===== src/rtl/rca_pkg.sv =====
// rtl/rca_pkg.sv - shared types and constants for the rca accumulator slice
//
// Purpose : FSM state encoding, native adder width and default burst length
//           shared by rca_Nbit and rca_accumulator.
// Ports   : none (package).

package rca_pkg;

   // Native width of the ripple-carry adder datapath.
   localparam int RCA_WIDTH = 32;

   // Default number of operands summed per burst.
   localparam int RCA_N_OPS = 4;

   // Accumulator FSM states.
   typedef enum logic {
      ACCUM = 1'b0,   // collecting operands, in_ready=1
      DONE  = 1'b1    // presenting total, out_valid=1
   } acc_state_t;

endpackage : rca_pkg


===== src/rtl/rca_Nbit.sv =====
// rtl/rca_Nbit.sv - combinational N-bit ripple-carry adder, no carry in/out
//
// Purpose : c = a + b modulo 2^WIDTH, built as a chain of full adders.
// Ports   :
//   a  in  WIDTH  first addend
//   b  in  WIDTH  second addend
//   c  out WIDTH  sum, carry out of the top bit is dropped

module rca_Nbit
   import rca_pkg::*;
#(
   parameter int WIDTH = RCA_WIDTH
) (
   input  logic [WIDTH-1:0] a,
   input  logic [WIDTH-1:0] b,
   output logic [WIDTH-1:0] c
);

   // carry[i] is the carry into bit i. The carry out of the top bit is never
   // formed, so the chain stops at WIDTH-1.
   logic [WIDTH-1:0] carry;

   assign carry[0] = 1'b0;

   genvar i;
   generate
      for (i = 0; i < WIDTH; i++) begin : g_bit
         assign c[i] = a[i] ^ b[i] ^ carry[i];
         if (i < WIDTH - 1) begin : g_carry
            assign carry[i+1] = (a[i] & b[i]) | (carry[i] & (a[i] ^ b[i]));
         end
      end
   endgenerate

endmodule : rca_Nbit


===== src/rtl/rca_accumulator.sv =====
// rtl/rca_accumulator.sv - multi-operand burst accumulator around rca_Nbit
//
// Purpose : Sums N_OPS unsigned operands received over a valid/ready stream
//           and presents the total plus a sticky wrap flag on an output
//           valid/ready handshake.
// Ports   :
//   clk        in   1      rising-edge clock
//   rst_n      in   1      asynchronous active-low reset
//   clear      in   1      synchronous abort of the current burst
//   in_data    in   WIDTH  operand
//   in_valid   in   1      operand valid
//   in_ready   out  1      operand can be accepted
//   out_sum    out  WIDTH  burst total modulo 2^WIDTH
//   out_ovf    out  1      at least one unsigned wrap in this burst
//   out_valid  out  1      out_sum/out_ovf valid
//   out_ready  in   1      consumer accepts the result

module rca_accumulator
   import rca_pkg::*;
#(
   parameter int WIDTH = RCA_WIDTH,
   parameter int N_OPS = RCA_N_OPS,
   parameter int CNT_W = 8
) (
   input  logic             clk,
   input  logic             rst_n,
   input  logic             clear,
   input  logic [WIDTH-1:0] in_data,
   input  logic             in_valid,
   output logic             in_ready,
   output logic [WIDTH-1:0] out_sum,
   output logic             out_ovf,
   output logic             out_valid,
   input  logic             out_ready
);

   // Counter value at which the current accept is the last of the burst.
   localparam logic [CNT_W-1:0] LAST_CNT = CNT_W'(N_OPS - 1);

   acc_state_t       state;
   logic [WIDTH-1:0] acc;
   logic [CNT_W-1:0] cnt;
   logic             ovf;
   logic [WIDTH-1:0] sum_next;
   logic             accept;
   logic             release_out;

   rca_Nbit #(
      .WIDTH (WIDTH)
   ) u_rca (
      .a (acc),
      .b (in_data),
      .c (sum_next)
   );

   assign accept      = in_valid & in_ready;
   assign release_out = out_valid & out_ready;

   // The adder has no carry out, so a wrap shows up as the new sum being
   // smaller than the running total it was built from.
   always_ff @(posedge clk or negedge rst_n) begin
      if (!rst_n) begin
         state     <= ACCUM;
         acc       <= '0;
         cnt       <= '0;
         ovf       <= 1'b0;
         in_ready  <= 1'b1;
         out_valid <= 1'b0;
      end else if (clear) begin
         // Abort wins over any simultaneous accept or output handshake.
         state     <= ACCUM;
         acc       <= '0;
         cnt       <= '0;
         ovf       <= 1'b0;
         in_ready  <= 1'b1;
         out_valid <= 1'b0;
      end else begin
         case (state)
            ACCUM: begin
               if (accept) begin
                  acc <= sum_next;
                  ovf <= ovf | (sum_next < acc);
                  if (cnt == LAST_CNT) begin
                     cnt       <= '0;
                     state     <= DONE;
                     in_ready  <= 1'b0;
                     out_valid <= 1'b1;
                  end else begin
                     cnt <= cnt + CNT_W'(1);
                  end
               end
            end
            DONE: begin
               // in_ready only returns the cycle after the result is taken.
               if (release_out) begin
                  state     <= ACCUM;
                  acc       <= '0;
                  ovf       <= 1'b0;
                  in_ready  <= 1'b1;
                  out_valid <= 1'b0;
               end
            end
            default: begin
               state     <= ACCUM;
               in_ready  <= 1'b1;
               out_valid <= 1'b0;
            end
         endcase
      end
   end

   assign out_sum = acc;
   assign out_ovf = ovf;

endmodule : rca_accumulator


===== config.mk =====
export PLATFORM = sky130hd
export DESIGN_NAME = rca_accumulator
export DESIGN_NICKNAME = d
export VERILOG_FILES = /design/src/rtl/rca_pkg.sv /design/src/rtl/rca_Nbit.sv /design/src/rtl/rca_accumulator.sv
export SDC_FILE = /design/constraint.sdc
export NUM_CORES = 1
export LEC_CHECK = 0
export ABC_AREA = 0
export CORE_UTILIZATION = 35
export CTS_CLUSTER_SIZE = 30
export DETAILED_ROUTE_END_ITERATION = 16
export DONT_BUFFER_PORTS = 1
export PLACE_DENSITY = 0.48
export SLEW_MARGIN = 20
export SYNTH_ARGS = -nofsm -noshare
export SYNTH_HDL_FRONTEND = slang
export SYNTH_SLANG_ARGS = --single-unit

===== constraint.sdc =====
create_clock -name clk -period 20.5 [get_ports clk]
set_input_delay 2.05 -clock clk [delete_from_list [all_inputs] [get_ports clk]]
set_output_delay 2.05 -clock clk [all_outputs]
set_load 0.01 [all_outputs]

== After elaboration in Yosys (flattened, before gate mapping) ==
Cells that the tools add are included.

* Register bits: 44
* Logic and storage cells: 201

* Add/sub/neg operators: 1
* Magnitude comparators: 1
* Equality and inequality tests: 5
* Muxes and demuxes: 26
* Bitwise operators: 158
* Reduce and logical (&&, ||, !) cells: 4

{| class="wikitable"
|+ Operators with widths
! operator !! count
|-
| 32-bit 2-to-1 mux || 3
|-
| 32-bit case mux with 2 select lines || 1
|-
| 1-bit AND || 63
|-
| 1-bit bitwise XOR || 63
|-
| 32-bit less-than comparator || 1
|-
| 8-bit 2-to-1 mux || 4
|-
| 1-bit bitwise OR || 31
|-
| 1-bit 2-to-1 mux || 14
|-
| 8-bit by 1-bit adder with 8-bit output, second input constant || 1
|-
| 8-bit by 2-bit == test with 1-bit output, second input constant || 1
|-
| 1-bit case mux with 2 select lines || 4
|-
| 3-bit inequality test, second input constant || 2
|-
| 2-bit AND reduction || 2
|-
| 3-bit by 2-bit inequality test with 1-bit output, second input constant || 1
|-
| 3-bit AND reduction || 1
|-
| 2-bit inequality test, second input constant || 1
|-
| 2-bit nonzero test || 1
|-
| 1-bit NOT || 1
|}

== Longest topological paths before layout ==
* Depth after elaboration: 67
* Gate-level depth with buffers: 42

== Hierarchy ==
Synthesis repeated with hierarchy kept, for this count alone.

* Cells, all modules: 274
* Area, all modules: 3,143.0 um^2

{| class="wikitable"
|+ By module, submodules not included
! module !! instances !! cells each !! area an instance (um^2) !! seq. area each (um^2)
|-
| rca_accumulator || 1 || 237 || 2,487.4 || 1,102.3
|-
| rca_Nbit || 1 || 37 || 655.6 || 0.0
|}

== Least setup slack after synthesis ==
No wires, ideal clock.

* Kind: input -> register
* Start point: in in_data[0]
* End point: reg ovf, in the netlist out_ovf
* Setup time: 77 ps
* Arrival time: 14,664 ps
* Required time: 20,423 ps
* Slack: 5,758 ps
* Stages on the path: 42
* Cells stage by stage: ha_1 -> inv_1 -> fa_1 -> fa_1 -> fa_1 -> fa_1 -> fa_1 -> fa_1 -> fa_1 -> fa_1 -> fa_1 -> fa_1 -> fa_1 -> fa_1 -> fa_1 -> fa_1 -> fa_1 -> fa_1 -> [... 6 more ...] -> fa_1 -> fa_1 -> fa_1 -> fa_1 -> fa_1 -> fa_1 -> inv_1 -> fa_1 -> inv_1 -> fa_1 -> xnor2_1 -> xnor2_1 -> ha_1 -> nor4bb_1 -> o211ai_1 -> o31ai_1 -> a21oi_1 -> a21oi_1

* Longest elaborated chain between the ends: 67

{| class="wikitable"
|+ Ends and longest elaborated chain
! item !! line !! RTL
|-
| start, declared || rca_accumulator.sv:28 || <nowiki>input logic [WIDTH-1:0] in_data,</nowiki>
|-
| 1-bit AND (2 in a row) || rca_Nbit.sv:30 || <nowiki>assign carry[i+1] = (a[i] & b[i]) | (carry[i] & (a[i] ^ b[i]));</nowiki>
|-
| 1-bit bitwise OR || rca_Nbit.sv:30 ||
|-
| 1-bit AND || rca_Nbit.sv:30 ||
|-
| 1-bit bitwise OR || rca_Nbit.sv:30 ||
|-
| 1-bit AND || rca_Nbit.sv:30 ||
|-
| 1-bit bitwise OR || rca_Nbit.sv:30 ||
|-
| 1-bit AND || rca_Nbit.sv:30 ||
|-
| 1-bit bitwise OR || rca_Nbit.sv:30 ||
|-
| [... 50 more ...] || n/a ||
|-
| 1-bit AND || rca_Nbit.sv:30 ||
|-
| 1-bit bitwise OR || rca_Nbit.sv:30 ||
|-
| 1-bit bitwise XOR || rca_Nbit.sv:28 || <nowiki>assign c[i] = a[i] ^ b[i] ^ carry[i];</nowiki>
|-
| 32-bit less-than comparator (*) || rca_accumulator.sv:82 || <nowiki>ovf <= ovf | (sum_next < acc);</nowiki>
|-
| 1-bit bitwise OR (*) || rca_accumulator.sv:82 ||
|-
| 1-bit 2-to-1 mux (*) || rca_accumulator.sv:80 || <nowiki>if (accept) begin</nowiki>
|-
| 1-bit case mux with 2 select lines (*) || rca_accumulator.sv:78 || <nowiki>case (state)</nowiki>
|-
| 1-bit 2-to-1 mux (*) || rca_accumulator.sv:69 || <nowiki>end else if (clear) begin</nowiki>
|-
| end signal, assigned || rca_accumulator.sv:82 ||
|-
| end, declared || rca_accumulator.sv:43 || <nowiki>logic ovf;</nowiki>
|}

Every way passes the cells marked *; elsewhere a longest branch is shown, timed or not. The select of a mux whose other input is x is not followed.
A chain may end at the register's enable or synchronous reset.

== Final worst setup path ==
Same ends and word-level chain as after synthesis.

==> results.cfg <==
[clocking]
cts_max_level = 2
hold_buffers = 0
cts.path.max_buffers = 2
post_cts_resized = 0
root_buffer = clkbuf_8
cts_tree = done
clk_pin_slew_ns = 0.09
post_cts_buffers = 0
clock_latency_ns = 0.30
cts_buffers = 5
clkSinkCount = 44

[final_layout]
num-nets-final = 461
final_layout_size_suffix_gt1_frac = 0.0523
antenna-diode-count = 0
synthToLayoutAreaGrowth_pct = 7.57

[routing]
route.detailed.drc = 0
drtPass1Iterations = 4
vias_per_cell = 4.59
wl_per_cell_um = 13.2
finalWirelength_um = 6480
drt_iter0_drc = 43
ant_nets = 0
vias = 2260

[worst_setup_path]
critical_path.max_stage_delay_ns = 0.43
worstSetupPathType = input pin to register
cp-end-kind = register
cp-start-kind = input pin
slowest_stage = nor4bb_1
cp_max_fo = 2
cp_common_cell = fa_1
crit_arrival_ns = 15.39
critPathRequiredTime_ns = 20.73

[synthesis]
syn_inst = 362
synth_area_mm2 = 0.00334
synthDistinctLibCells = 42
synth_common_cells = inv_1, nand2_1, dfrtp_1
synthFlopType = dfrtp_1
synth_top_cell_by_area = dfrtp_1
avgSynthCellArea_um2 = 9.23
yosys_warnings = 0
synth_seq_cells = 44
async_flop_share = 1.00
synth_most_common_cell = inv_1
yosysSeqAreaShare = 0.330
synth_area_leaders = dfrtp_1, fa_1, ha_1, inv_1, nand2_1
synth.top_cell.area_share = 0.322
syn_nets = 461
synth-edff-count = 0

[timing]
final.min_clock_period_ns = 15.16
relSlewSlack = 0.508
worst_slew_pin_slew_ns = 0.738
tns_ns = 0
slew_viol_final = 0
timing.final.crit_share = 0.740
maxClockFrequency_ghz = 0.0660
hold_viol_final = 0
finClkSkew_ns = 0.00701
rsz0062_at_grt = false
setup_violations = 0

[die]
io_pins = 72
fp-row-count = 35
dieHeight_um = 99.7
die_w_um = 99.7
core_mm2 = 0.00924
die_area_mm2 = 0.00994
start_util = 0.362

[place]
gp_congestion = 0.731
io_buffers = 0
dp_hpwl_um = 5170

[global_routing]
antenna_found_initial = 0
grt_start_max_net_pins = 45
grt_usage = 0.146
grt_pass1_wl_um = 11400
grt_pass1_vias = 2373
gr-total-overflow = 0

[run]
maxCapViolations = 0

[power_and_ir_drop]
leakage_nw = 1.67
p_per_area_mw_per_mm2 = 85.6
ir_drop_v = 0.0000317
power_mw = 0.307

[status]
outcome = finished, final reports clean

[min_path]
hold_path.class = register to register
worst paths after layout:
path	startpoint	end	slack, ns	cells after the start
max	in_data[0]	out_ovf	5.34	42
min	cnt[7]	cnt[7]	0.57	2
max reg2reg	out_sum[0]	out_ovf	6.61	42
min reg2reg	cnt[7]	cnt[7]	0.57	2
max in group asynchronous	rst_n	in_ready	18.89	0
min in group asynchronous	rst_n	state	1.43	0
layer usage:
| layer | track usage | vias up | wire (µm) |
|---|---|---|---|
| li1 | - | 1150 | - |
| met5 | 0 | - | 0 |
| met1 | 0.196 | 1061 | 3120 |
| met4 | 0.0373 | 0 | 53 |
| met3 | 0.0372 | 4 | 257 |
| met2 | 0.233 | 45 | 3050 |
where the power goes:
group | total [mW] | switching, mW | internal [mW]
combinational | 0.125 | 0.0697 | 0.0551
sequential | 0.112 | 0.0152 | 0.0972
clock | 0.0703 | 0.0335 | 0.0368
cells in the final DEF, fill, tap and decap left out, types with 2 or more instances in the layout:
| cell type | instances |
|---|---|
| a2111oi_0 | 2 |
| a21oi_1 | 18 |
| nand4_1 | 2 |
| nor3_1 | 3 |
| fa_1 | 30 |
| o2111ai_1 | 2 |
| dfrtp_1 | 43 |
| clkbuf_8 | 5 |
| ha_1 | 32 |
| xnor2_1 | 3 |
| o21ai_0 | 33 |
| nor2_1 | 13 |
| a22o_1 | 3 |
| inv_1 | 91 |
| nand2b_2 | 2 |
| nand2_1 | 46 |
| nand3_1 | 4 |
| xor2_1 | 5 |
layout make-up:
| type | instances | area (µm²) |
|---|---|---|
| inverter | 91 | 342 |
| multi-input combinational | 219 | 1870 |
| clock buffer | 5 | 68.8 |
| clock inverter | 3 | 46.3 |
| timing repair buffer | 1 | 7.51 |
| fill | 916 | 5650 |
| tap | 129 | 161 |
| sequential | 44 | 1100 |
state kept, by name, indices dropped and copies added (netlist names):
name	flops
state	1
out_ovf	1
in_ready	1
out_sum	32
cnt	8
out_valid	1
through the flow:
stage	instances	setup WS, ns	utilization	hold slack [ns]	area, µm²
2_1_floorplan	362	5.76	-	0.507	3340
3_3_place_gp	484	5.08	0.376	0.525	3480
5_1_grt	492	4.65	0.389	0.596	3590
4_1_cts	492	5.29	0.389	0.570	3590
6_report	492	5.34	0.389	0.566	3590
3_5_place_dp	484	4.98	0.376	0.545	3480
critical path, delay by kind of cell:
family / cells / cell delay [ns]
AOI/OAI and AO/OA: 4 / 0.62
buffers and inverters: 3 / 0.16
xor gates and xnor gates: 2 / 0.32
and+or+nand+nor: 1 / 0.43
adders and majority gates: 32 / 11.81
cells by family (layout without fill, tap and decap cells):
group / count (synthesis) / in the layout / synth area share
xor gates and xnor gates: 8 / 8 / 0.0210
and+or+nand+nor: 81 / 81 / 0.117
DFF: 44 / 44 / 0.330
AOI/OAI and AO/OA: 68 / 68 / 0.119
adders and majority gates: 62 / 62 / 0.300
buffers and inverters: 99 / 100 / 0.113
No activity file was read; power rests on OpenSTA's default activity.
